$ cat src/rtl/writeback_stage.sv
// RV32I writeback stage: MEM/WB register, result select, load alignment, trap and retire count.
// Optional feature macro: WB_BYPASS_EN adds a sticky copy of the last committed write for RAW bypass.
module writeback_stage #(
   parameter int DATA_W = 32,
   parameter int ADDR_W = 5
) (
   input  logic              i_Clk,
   input  logic              i_Rst,
   input  logic              i_Enb,
   input  logic              i_Valid,
   output logic              o_Ready,
   input  logic              i_Flush,
   input  logic              i_Reg_Write,
   input  logic [ADDR_W-1:0] iv_Rd,
   input  logic [1:0]        iv_Wb_Sel,
   input  logic [2:0]        iv_Funct3,
   input  logic [DATA_W-1:0] iv_Alu_Result,
   input  logic [DATA_W-1:0] iv_Mem_Data,
   input  logic [DATA_W-1:0] iv_Pc_Plus4,
   input  logic [DATA_W-1:0] iv_Imm,
   output logic              oW_Enb,
   output logic [ADDR_W-1:0] ov_Write_R,
   output logic [DATA_W-1:0] ov_Write_Data,
   output logic              o_Misaligned,
   output logic [31:0]       ov_Retired,
`ifdef WB_BYPASS_EN
   output logic              o_Fwd_Valid,
   output logic [ADDR_W-1:0] ov_Fwd_R,
   output logic [DATA_W-1:0] ov_Fwd_Data,
`endif
   output logic [1:0]        ov_Dbg_State
);

   // Handshake: an instruction transfers on a rising edge where i_Enb, i_Valid and
   // o_Ready are high and i_Flush is low; o_Ready drops only while trapped.
   typedef enum logic [1:0] {
      S_IDLE  = 2'd0,
      S_WRITE = 2'd1,
      S_TRAP  = 2'd2
   } state_t;

   state_t              r_State;
   logic                r_Ready;
   logic                r_Misaligned;
   logic                r_WEnb;
   logic [ADDR_W-1:0]   r_Write_R;
   logic [DATA_W-1:0]   r_Write_Data;
   logic [31:0]         r_Retired;

   logic                w_Accept;
   logic [1:0]          w_Off;
   logic [7:0]          w_Byte;
   logic [15:0]         w_Half;
   logic [DATA_W-1:0]   w_Load_Data;
   logic                w_Load_Fault;
   logic                w_Trap;
   logic [DATA_W-1:0]   w_Result;
   logic                w_Do_Write;

   assign w_Accept   = i_Enb & i_Valid & r_Ready & ~i_Flush;
   assign w_Off      = iv_Alu_Result[1:0];
   assign w_Do_Write = i_Reg_Write & (iv_Rd != '0);

   always_comb begin
      w_Byte = iv_Mem_Data[7:0];
      case (w_Off)
         2'd0:    w_Byte = iv_Mem_Data[7:0];
         2'd1:    w_Byte = iv_Mem_Data[15:8];
         2'd2:    w_Byte = iv_Mem_Data[23:16];
         default: w_Byte = iv_Mem_Data[31:24];
      endcase
      w_Half = w_Off[1] ? iv_Mem_Data[31:16] : iv_Mem_Data[15:0];
   end

   always_comb begin
      w_Load_Data  = '0;
      w_Load_Fault = 1'b0;
      case (iv_Funct3)
         3'b000: w_Load_Data = {{24{w_Byte[7]}}, w_Byte};
         3'b001: begin
            w_Load_Data  = {{16{w_Half[15]}}, w_Half};
            w_Load_Fault = w_Off[0];
         end
         3'b010: begin
            w_Load_Data  = iv_Mem_Data;
            w_Load_Fault = (w_Off != 2'd0);
         end
         3'b100: w_Load_Data = {24'd0, w_Byte};
         3'b101: begin
            w_Load_Data  = {16'd0, w_Half};
            w_Load_Fault = w_Off[0];
         end
         default: w_Load_Fault = 1'b1;
      endcase
   end

   // Only loads can trap; the funct3 field is ignored for the other selects.
   assign w_Trap = (iv_Wb_Sel == 2'b01) & w_Load_Fault;

   always_comb begin
      w_Result = iv_Alu_Result;
      case (iv_Wb_Sel)
         2'b00:   w_Result = iv_Alu_Result;
         2'b01:   w_Result = w_Load_Data;
         2'b10:   w_Result = iv_Pc_Plus4;
         default: w_Result = iv_Imm;
      endcase
   end

   always_ff @(posedge i_Clk) begin
      if (i_Rst) begin
         r_State      <= S_IDLE;
         r_Ready      <= 1'b1;
         r_Misaligned <= 1'b0;
         r_WEnb       <= 1'b0;
         r_Write_R    <= '0;
         r_Write_Data <= '0;
         r_Retired    <= '0;
      end else if (i_Enb) begin
         r_WEnb <= 1'b0;
         case (r_State)
            S_IDLE, S_WRITE: begin
               if (w_Accept && w_Trap) begin
                  r_State      <= S_TRAP;
                  r_Ready      <= 1'b0;
                  r_Misaligned <= 1'b1;
               end else if (w_Accept) begin
                  r_State   <= S_WRITE;
                  r_WEnb    <= w_Do_Write;
                  r_Retired <= r_Retired + 32'd1;
                  if (w_Do_Write) begin
                     r_Write_R    <= iv_Rd;
                     r_Write_Data <= w_Result;
                  end
               end else begin
                  r_State <= S_IDLE;
               end
            end
            S_TRAP: begin
               if (i_Flush) begin
                  r_State      <= S_IDLE;
                  r_Ready      <= 1'b1;
                  r_Misaligned <= 1'b0;
               end
            end
            default: begin
               r_State      <= S_IDLE;
               r_Ready      <= 1'b1;
               r_Misaligned <= 1'b0;
            end
         endcase
      end else begin
         // Frozen: only the one-cycle write strobe is allowed to fall.
         r_WEnb <= 1'b0;
      end
   end

   assign o_Ready       = r_Ready;
   assign o_Misaligned  = r_Misaligned;
   assign oW_Enb        = r_WEnb;
   assign ov_Write_R    = r_Write_R;
   assign ov_Write_Data = r_Write_Data;
   assign ov_Retired    = r_Retired;
   assign ov_Dbg_State  = r_State;

`ifdef WB_BYPASS_EN
   logic              r_Fwd_Valid;
   logic [ADDR_W-1:0] r_Fwd_R;
   logic [DATA_W-1:0] r_Fwd_Data;

   // Captures the write while the register file is taking it, so it is visible the cycle after.
   always_ff @(posedge i_Clk) begin
      if (i_Rst) begin
         r_Fwd_Valid <= 1'b0;
         r_Fwd_R     <= '0;
         r_Fwd_Data  <= '0;
      end else if (r_WEnb) begin
         r_Fwd_Valid <= 1'b1;
         r_Fwd_R     <= r_Write_R;
         r_Fwd_Data  <= r_Write_Data;
      end
   end

   assign o_Fwd_Valid = r_Fwd_Valid;
   assign ov_Fwd_R    = r_Fwd_R;
   assign ov_Fwd_Data = r_Fwd_Data;
`endif

endmodule

$ cat config.mk
export PLATFORM = sky130hd
export DESIGN_NAME = writeback_stage
export DESIGN_NICKNAME = d
export VERILOG_FILES = /design/src/rtl/writeback_stage.sv
export SDC_FILE = /design/constraint.sdc
export NUM_CORES = 1
export LEC_CHECK = 0
export ABC_AREA = 0
export CAP_MARGIN = 20
export CORE_MARGIN = 2
export CORE_UTILIZATION = 41
export DETAILED_ROUTE_END_ITERATION = 10
export PLACE_DENSITY = 0.94
export SLEW_MARGIN = 5
export SYNTH_ARGS = -nofsm -noshare
export SYNTH_HDL_FRONTEND = slang
export SYNTH_SLANG_ARGS = --single-unit
$ cat constraint.sdc
create_clock -name i_Clk -period 2.69 [get_ports i_Clk]
set_input_delay 0.538 -clock i_Clk [delete_from_list [all_inputs] [get_ports i_Clk]]
set_output_delay 0.538 -clock i_Clk [all_outputs]
set_load 0.02 [all_outputs]
==> results of run 1 <==
through the flow:
| stage | setup WS (ps) | utilization (%) | area (sq um) | total power, mW | hold WS [ps] |
|---|---|---|---|---|---|
| after floorplan | 342 | - | 4370 | 1.37 | 535 |
| after global placement | 101 | 65.9 | 6800 | 1.70 | 441 |
| after detailed placement | 4.92 | 65.9 | 6800 | 1.72 | 449 |
| after CTS | 171 | 68.5 | 7070 | 2.91 | 460 |
| after global routing | 16.3 | 68.5 | 7070 | 3.01 | 471 |
| final | 134 | 68.5 | 7070 | 2.91 | 458 |
layout by cell type (no fill, tap or decap), types with 2 or more instances in the layout:
master	netlist	final
clkdlybuf4s50_1	0	216
dfxtp_1	74	74
nor2_1	71	71
nand2_1	62	62
o21ai_0	41	41
a21oi_1	33	33
buf_4	0	25
nand4_1	24	24
a221oi_1	23	23
nor3_1	22	22
a32o_1	16	16
xor2_1	15	15
nand3_1	14	13
o21a_1	13	13
or3_1	9	9
mux4_2	9	9
clkbuf_8	0	9
o2111ai_1	8	8
a31oi_1	8	8
mux2_2	8	8
inv_1	7	7
a211oi_1	7	7
and3_1	5	5
or4_1	5	5
and4_1	4	4
nor4_1	4	4
o31ai_1	4	4
bufinv_16	0	4
buf_12	0	4
and2_1	3	3
xnor2_1	3	3
nand4b_1	2	2
clkinv_1	2	2
nor2b_1	2	2
nor3b_1	2	2
how the worst min path moves through the flow:
| stage | endpoint | slack [ps] | cells after the start |
|---|---|---|---|
| finish | ov_Write_Data[8] | 460 | 2 |
| global route | ov_Write_Data[10] | 470 | 2 |
| CTS | ov_Write_Data[8] | 460 | 2 |
| detailed placement | ov_Write_Data[8] | 450 | 2 |
| global placement | ov_Write_R[0] | 440 | 2 |
| floorplan | ov_Write_Data[10] | 530 | 2 |
kinds of logic after synthesis:
kind of cell	synth area share, %
AND/OR/NAND/NOR	25.7
AO/OA/AOI/OAI	24.7
flip-flops	33.9
buffers and inverters	4.87
XOR/XNOR	3.61
multiplexers	6.93
adder cells (fa/ha/maj)	0.286
final cells by class:
| class | instances | area (sq um) | area share, % |
|---|---|---|---|
| multi-input cells | 429 | 2680 | 37.9 |
| well taps | 136 | 170 | 2.41 |
| clock inverters | 7 | 149 | 2.11 |
| repair buffers | 246 | 2430 | 34.4 |
| clock buffers | 9 | 124 | 1.75 |
| inverters | 9 | 33.8 | 0.478 |
| flip-flops and latches | 74 | 1480 | 20.9 |
power by group:
group	internal, mW	switching (mW)
sequential	1.11	0.00966
combinational	0.325	0.267
clock	0.722	0.479
state kept, by name (all words and copies together) (netlist names):
signal	count
o_Ready	1
o_Misaligned	1
oW_Enb	1
ov_Dbg_State	2
ov_Write_Data	32
ov_Write_R	5
ov_Retired	32
per-layer routing:
| layer | vias up | share of wire (%) | global-route usage, % |
|---|---|---|---|
| met1 | 2593 | 37 | 39.1 |
| met5 | - | 0 | 0 |
| met4 | 0 | 5.5 | 17.7 |
| met2 | 434 | 46 | 50.9 |
| met3 | 107 | 11 | 8.27 |
| li1 | 2520 | - | - |
critical path: stages, from the launching register on:
cell	delay [ps]
dfxtp_1	490
nand4_2	180
or3_1	540
or4_1	690
or3_1	410
a21oi_1	160
==> results.md, run 1 <==
* N_diodes at 0
* Power per Cell Area at between 400 and 500 nW/um^2
* Clock Root Buffer: clkbuf_8
* Antenna violations before repair at 0
* Core Region at about 10000 sq um
* Hold Path Class: reg2reg
* Rows at 37
* Worst Path Max Fanout at 10
* Pleak at about 2.4 nW
* RSZ-0062 raised after global routing: false
* Number of synthesized flops with an enable pin at 0
* Setup crit end: ov_Retired[30]
* CTS resizes at 0
* Post-route non-filler standard cell count at 910
* Tcrit/Tclk final at 95.0%
* Register area share after synthesis at roughly a third
* Die Wd at 107 um
* Via count at 5654
* R2R Path End: ov_Retired[30]
* 1st-iter DRT viols at 670
* I/O pins at between 200 and 250
* Rel. slew slack at between 30% and 40%
* Area Growth Syn to Fin at 61.9%
* # hold bufs at CTS at 0
* Avg Cell Area, Syn at around 7.8 sq um
* Fin nets at around 910
* PortBufs at roughly 220
* Clk Latency, worst-skew pair at about 360 ps
* H-Tree Depth at 3
* RR Startpoint: ov_Retired[9]
* Num CTS Buffers at 9
* Status: completed
* Final setup vio count at 0
* Min-Delay Startpoint: ov_Write_Data[8]
* Post-DP HPWL at 13600 um
* Setup bufs post-CTS at 0
* CTS Buffer Depth at 2
* RePlAce Congestion at about 0.94
* Post-synth top area cell: dfxtp_1
* Vias per Instance at around 6.2
* Clk slew on worst S/H paths at roughly 90 ps
* Routed wire length at around 18000 um
* Worst path required time at just under 3000 ps
* Area contributors post-synth: dfxtp_1 (34%), nor2_1 (6.1%), nand2_1 (5.3%)
* Layout cells sized above 1 at roughly 8.5%
* Synthesized Nets at roughly 700
* Fin. max-slew vios at 0
* Post-synthesis cell type count at 45
* Worst-margin pin slew at roughly 1000 ps
* Largest net degree at the start of global routing at 72
* Drc violations at 0
* CTS tree: built
* TritonRoute pass-1 iters at 6
* Max Freq at slightly below 400 MHz
* Clk_skew at roughly 13 ps
* Reg2Reg Setup Slack at roughly 130 ps
* Worst endpoint data arrival time at between 2000 and 3000 ps
* Die area at roughly 11000 sq um
* Max-Cap Viols at 0
* Placed cell count at about 900
* Top-area cell type share of the netlist area at between 30% and 40%
* All-layer global routing usage at a little under a third
* Height of the die at between 100 and 150 um
* Most common cell in the netlist: dfxtp_1
* Critical Path Start Type: flop
* GR Overflow Total at 0
* Post-synth ARST share at 0%
* WS Path Type: reg2reg
* Fin crit period at about 2600 ps
* Main synth FF type: dfxtp_1
* Synthesized cell area at between 4000 and 5000 sq um
* Cells on worst reg2reg path at 5
* Flops & latches, synth at 74
* First-pass GRT wire length at approximately 29000 um
* YS warnings at 0
* DRT antenna net count at 0
* Worst vdd ir at 0.000306 V
* Fillers at 799
* Nature of the critical path endpoint: flop
* Sink Count at 74
* Wire per inst at 20.0 um
* Final Hold Viols at 0
* Setup TNS Final at 0 ps
* Gate Count Post-Synth at between 500 and 600
* Vias in the first global route at around 5600
* Setup crit start: ov_Retired[9]
* Initial Util at between 40% and 50%
* Synth top cells by count: dfxtp_1 (74), nor2_1 (71), nand2_1 (62)
No activity file was read; power rests on OpenSTA's default activity.
==> run 2, diff against run 1 <==
Settings changed: CORE_UTILIZATION 41 to 42, CTS_BUF_LIST set to sky130_fd_sc_hd__clkbuf_8, PLACE_DENSITY 0.94 to 0.95.
==> results.md, run 2 (synthesized netlist as in run 1, its figures left out) <==
* Most common library cell in the layout ignoring fill and taps: clkdlybuf4s50_1
* Wire per inst at 19.6 um (-2.4%)
* Vias per Instance at 6.16 (-0.93%)
* Final setup vio count at 0 (unchanged)
* Clock Root Buffer: clkbuf_8
* All-layer global routing usage at 31.8% (-0.15 points)
* Layout cells sized above 1 at 9.83% (+1.3 points)
* Routed wire length at 18000 um (-1.4%)
* Sequential Power Share at 42.3% (+3.9 points)
* Worst endpoint data arrival time at 2750 ps (-80 ps)
* Max-Cap Viols at 0 (unchanged)
* Worst-margin pin slew at 789 ps (-214 ps)
* Design Area, Final at 7080 sq um (+0.11%)
* Final core utilization at 69.2% (+0.69 points)
* Initial Util at 42.7% (+0.38 points)
* Total power at 2.64 mW (-9.3%)
* CTS tree: built
* Crit path max-delay family: buffers and inverters
* Nature of the critical path endpoint: flop
* Hold Path Class: reg2reg
* Clk Latency, worst-skew pair at 350 ps (about the same)
* Num CTS Buffers at 9 (unchanged)
* Worst-path cell chain: clkdlybuf4s50_1 > buf_4 > nor4_1 > o311a_1 > buf_4 > and3_1 > buf_12 > nor2_1 > a211oi_1
* Post-DP HPWL at 13800 um (+1.5%)
* RSZ-0062 raised after global routing: false
* Largest net degree at the start of global routing at 72 (unchanged)
* Slowest cell on the critical path: clkdlybuf4s50_1
* P_sw at 0.759 mW (+0.25%)
* WS Path Type: in2reg
* I/O pins at 218 (unchanged)
* Fin nets at 923 (+0.98%)
* Most frequent cells in the layout: clkdlybuf4s50_1 (216), dfxtp_1 (74), nor2_1 (71)
* Crit-path most repeated cell: buf_4
* First-pass GRT wire length at 28400 um (-1.3%)
* PortBufs at 217 (unchanged)
* Height of the die at 106 um (-1.2%)
* GR Overflow Total at 0 (unchanged)
* Tcrit/Tclk final at 92.8% (-2.2 points)
* CTS Buffer Depth at 2 (unchanged)
* Worst Path Buf+Inv at 4 (+4)
* Status: completed
* Rows at 37 (unchanged)
* Fin. max-slew vios at 0 (unchanged)
* Hold slack at 466 ps (+7.71 ps)
* Core Region at 10200 sq um (-0.90%)
* RePlAce Congestion at 0.968 (+3.3%)
* Worst vdd ir at 0.000280 V (-8.6%)
* Worst path required time at 2940 ps (-20 ps)
* Worst Path Max Fanout at 27 (+17)
* Power per Cell Area at 373 nW/um^2 (-9.4%)
* Critical Path Start Type: input port
* Area Growth Syn to Fin at 62.1%
* Die Wd at 106 um (-1.2%)
* Internal Power at 1.88 mW (-13%)
* Pleak at 2.45 nW (+0.27%)
* Setup TNS Final at 0 ps (unchanged)
* Max Freq at 400 MHz (+2.4%)
* 1st-iter DRT viols at 455 (-32%)
* Delay of the slowest critical-path stage at 490 ps (-200 ps)
* N_diodes at 0 (unchanged)
* Clk_skew at 13.1 ps (+0.423 ps)
* Sink Count at 74 (unchanged)
* Reg2Reg Setup Slack at 280 ps (+150 ps)
* Final Hold Viols at 0 (unchanged)
* Vias in the first global route at 5693 (+2.1%)
* Drc violations at 0 (unchanged)
* Clk slew on worst S/H paths at 90 ps (about the same)
* Switching fraction of total power at 28.7% (+2.7 points)
* Die area at 11200 sq um (-2.3%)
* Combinational share of power at 22.4% (+2.1 points)
* H-Tree Depth at 3 (unchanged)
* DRT antenna net count at 0 (unchanged)
* Placed instance area at 6860 sq um (+0.85%)
* Fin crit period at 2500 ps (-59.4 ps)
* Via count at 5657 (+0.053%)
* Rel. slew slack at 47.3% (+14 points)
* TritonRoute pass-1 iters at 6 (unchanged)
* # hold bufs at CTS at 0 (unchanged)
* Setup bufs post-CTS at 0 (unchanged)
* Clock power frac at 35.3% (-6.0 points)
* Antenna violations before repair at 0 (unchanged)
## run 2: changes by cell type in the layout (fill, tap and decap cells not counted), moves of 2 or more
| cell | before | now |
|---|---|---|
| inv_6 | 1 | 3 |
| bufinv_16 | 4 | 1 |
| clkinvlp_4 | 0 | 2 |
| buf_4 | 25 | 33 |
## run 2: cell type report
type	count	area, sq um
multi-input cells	429	2690
clock buffers	9	124
repair buffers	255	2500
clock inverters	7	82.6
well taps	136	170
fillers	776	3150
flip-flops and latches	74	1480
inverters	9	33.8
## run 2: repair_timing
item,CTS,global route
hold endpoints to repair,0,0
resized for setup,0,1
endpoints found under the setup margin,0,1
## run 2: worst paths after layout
| kind | startpoint | to | depth (start not counted) |
|---|---|---|---|
| min reg2reg | ov_Write_Data[13] | ov_Write_Data[13] | 2 |
| max | iv_Alu_Result[1] | ov_Write_Data[4] | 9 |
| min | ov_Write_Data[13] | ov_Write_Data[13] | 2 |
| max reg2reg | ov_Retired[9] | ov_Retired[30] | 5 |
## run 2: tightest hold or removal path, delay by kind of cell, from the launching register on
kind             cells  cell delay (ps)
AO/OA/AOI/OAI        1               50
AND/OR/NAND/NOR      1               50
flip-flops           1              320
## run 2: layer usage
layer  share of wire, %  global-route usage [%]  up-vias
met3                 11                    9.87       94
met2                 48                    53.3      389
met1                 36                    36.6     2640
li1                   -                       -     2534
met5                  0                       0        -
met4                5.0                    15.9        0
## run 2: power by group through the flow
stage	clock, mW	combinational [mW]	sequential [mW]
2_1_floorplan	0	0.212	1.16
3_3_place_gp	0	0.558	1.14
3_5_place_dp	0	0.578	1.14
4_1_cts	0.943	0.581	1.12
5_1_grt	1.00	0.628	1.12
6_report	0.932	0.592	1.12
## run 2: through the flow
step	setup slack, ps	instances
after floorplan	342	559
after global placement	-135	901
after detailed placement	-259	901
after CTS	116	917
after global routing	5.41	919
final	193	919
==> run 3, diff against run 2 <==
Settings changed: RECOVER_POWER set to 100.
==> results.md, run 3 (synthesized netlist as in run 1, its figures left out) <==
* Power per Cell Area at 374 nW/um^2 (+0.31%)
* Die area at 11200 sq um (unchanged)
* Drc violations at 0 (unchanged)
* R2R Path End: ov_Retired[30]
* Setup TNS Final at 0 ps (unchanged)
* Worst path required time at 2980 ps (+40 ps)
* Status: completed
* Max-Cap Viols at 0 (unchanged)
* Worst-path cell chain: clkdlybuf4s50_1 > buf_4 > nor4_1 > o311a_1 > buf_4 > nand3_2 > buf_4 > nor3_1 > a32o_1
* Routed wire length at 17900 um (-0.31%)
* GR Overflow Total at 0 (unchanged)
* Total power at 2.64 mW (-0.15%)
* DRT antenna net count at 0 (unchanged)
* Initial Util at 42.7% (unchanged)
* Clk Latency, worst-skew pair at 350 ps (about the same)
* Die Wd at 106 um (unchanged)
* Final Hold Viols at 0 (unchanged)
* All-layer global routing usage at 31.8% (unchanged)
* Area Growth Syn to Fin at 61.3%
* TritonRoute pass-1 iters at 7 (+1)
* Most common library cell in the layout ignoring fill and taps: clkdlybuf4s50_1
* Clk_skew at 14.9 ps (+1.80 ps)
* Crit-path most repeated cell: buf_4
* Most frequent cells in the layout: clkdlybuf4s50_1 (142), dfxtp_1 (74), dlygate4sd3_1 (74)
* Layout cells sized above 1 at 9.32% (-0.51 points)
* Fin nets at 923 (unchanged)
* Worst Path Max Fanout at 32 (+19%)
* Final setup vio count at 0 (unchanged)
* Sink Count at 74 (unchanged)
* Worst vdd ir at 0.000281 V (+0.53%)
* Hold Path Class: reg2reg
* Setup crit end: ov_Write_Data[16]
* First-pass GRT wire length at 28400 um (unchanged)
* Fillers at 786 (+1.3%)
* 1st-iter DRT viols at 447 (-1.8%)
* RSZ-0062 raised after global routing: false
* WS Path Type: in2reg
* Wire per inst at 19.5 um (-0.31%)
* Vias per Instance at 6.17 (+0.30%)
* Via count at 5674 (+0.30%)
* Largest net degree at the start of global routing at 72 (unchanged)
* Delay of the slowest critical-path stage at 490 ps (about the same)
* H-Tree Depth at 3 (unchanged)
* Worst-margin pin slew at 778 ps (-10.9 ps)
* CTS tree: built
* Cells on worst reg2reg path at 5 (unchanged)
* Fin. max-slew vios at 0 (unchanged)
* Clock Root Buffer: clkbuf_8
* Reg2Reg Setup Slack at 240 ps (-40 ps)
* CTS Buffer Depth at 2 (unchanged)
* Slowest cell on the critical path: clkdlybuf4s50_1
* Pleak at 2.68 nW (+9.2%)
* Pre-CTS setup slack at -259 ps (unchanged)
* Tcrit/Tclk final at 94.7% (+1.9 points)
* Fin crit period at 2550 ps (+51.0 ps)
* Rel. slew slack at 48.0% (+0.73 points)
* PortBufs at 217 (unchanged)
* Worst endpoint data arrival time at 2840 ps (+90 ps)
* Critical Path Start Type: input port
* Vias in the first global route at 5693 (unchanged)
* Placed instance area at 6860 sq um (unchanged)
* Setup bufs post-CTS at 0 (unchanged)
* Antenna violations before repair at 0 (unchanged)
* Rows at 37 (unchanged)
* Nature of the critical path endpoint: flop
* Design Area, Final at 7050 sq um (-0.46%)
* Num CTS Buffers at 9 (unchanged)
* Post-DP HPWL at 13800 um (unchanged)
* Core Region at 10200 sq um (unchanged)
* Max Freq at 392 MHz (-2.0%)
* Final WS setup at 142 ps (-51.0 ps)
* Setup crit start: iv_Alu_Result[1]
* I/O pins at 218 (unchanged)
* Height of the die at 106 um (unchanged)
* RR Startpoint: ov_Retired[9]
* RePlAce Congestion at 0.968 (unchanged)
* Clk slew on worst S/H paths at 90 ps (about the same)
* N_diodes at 0 (unchanged)
[run 3: worst min-delay path by stage]
stage / from / end / slack, ps / cells after the start
floorplan: ov_Write_Data[10] / ov_Write_Data[10] / 530 / 2
global placement: ov_Write_R[4] / ov_Write_R[4] / 440 / 2
detailed placement: ov_Write_Data[13] / ov_Write_Data[13] / 450 / 2
CTS: ov_Write_Data[13] / ov_Write_Data[13] / 470 / 2
global route: ov_Write_R[0] / ov_Write_R[0] / 490 / 2
finish: ov_Write_Data[13] / ov_Write_Data[13] / 460 / 2
[run 3: layer usage]
| layer | vias up | GRT usage (%) | routed length, um |
|---|---|---|---|
| met5 | - | 0 | 0 |
| met4 | 0 | 15.9 | 884 |
| met3 | 91 | 9.87 | 1920 |
| met2 | 399 | 53.3 | 8540 |
| met1 | 2648 | 36.6 | 6570 |
| li1 | 2536 | - | - |
[run 3: what timing repair did]
action	in CTS	in global routing
endpoints found under the setup margin	0	1
resized for setup	0	1
hold endpoints to repair	0	0
hold buffers	0	0
[run 3: final cells by class]
type / count / area, sq um / area share [%]
flip-flops and latches: 74 / 1480 / 21.0
multi-input cells: 429 / 2680 / 38.1
repair buffers: 255 / 2470 / 35.1
clock inverters: 7 / 82.6 / 1.17
well taps: 136 / 170 / 2.41
clock buffers: 9 / 124 / 1.76
inverters: 9 / 33.8 / 0.479
[run 3: where the power goes]
group,leakage (nW),total [mW],switching [mW],internal [mW]
combinational,1.98,0.586,0.263,0.323
clock,0.0988,0.934,0.489,0.445
sequential,0.597,1.12,0.00876,1.11
[run 3: critical path: cells and delay by family]
family	cells	cell delay, ps
buffers and inverters	4	1130
AO/OA/AOI/OAI	2	460
AND/OR/NAND/NOR	3	710
[run 3: through the flow]
step | hold WS [ps] | instances | utilization, %
4_1_cts | 466 | 917 | 69.0
3_3_place_gp | 442 | 901 | 67.0
3_5_place_dp | 452 | 901 | 67.0
6_report | 461 | 919 | 68.9
2_1_floorplan | 535 | 559 | -
5_1_grt | 489 | 919 | 68.9
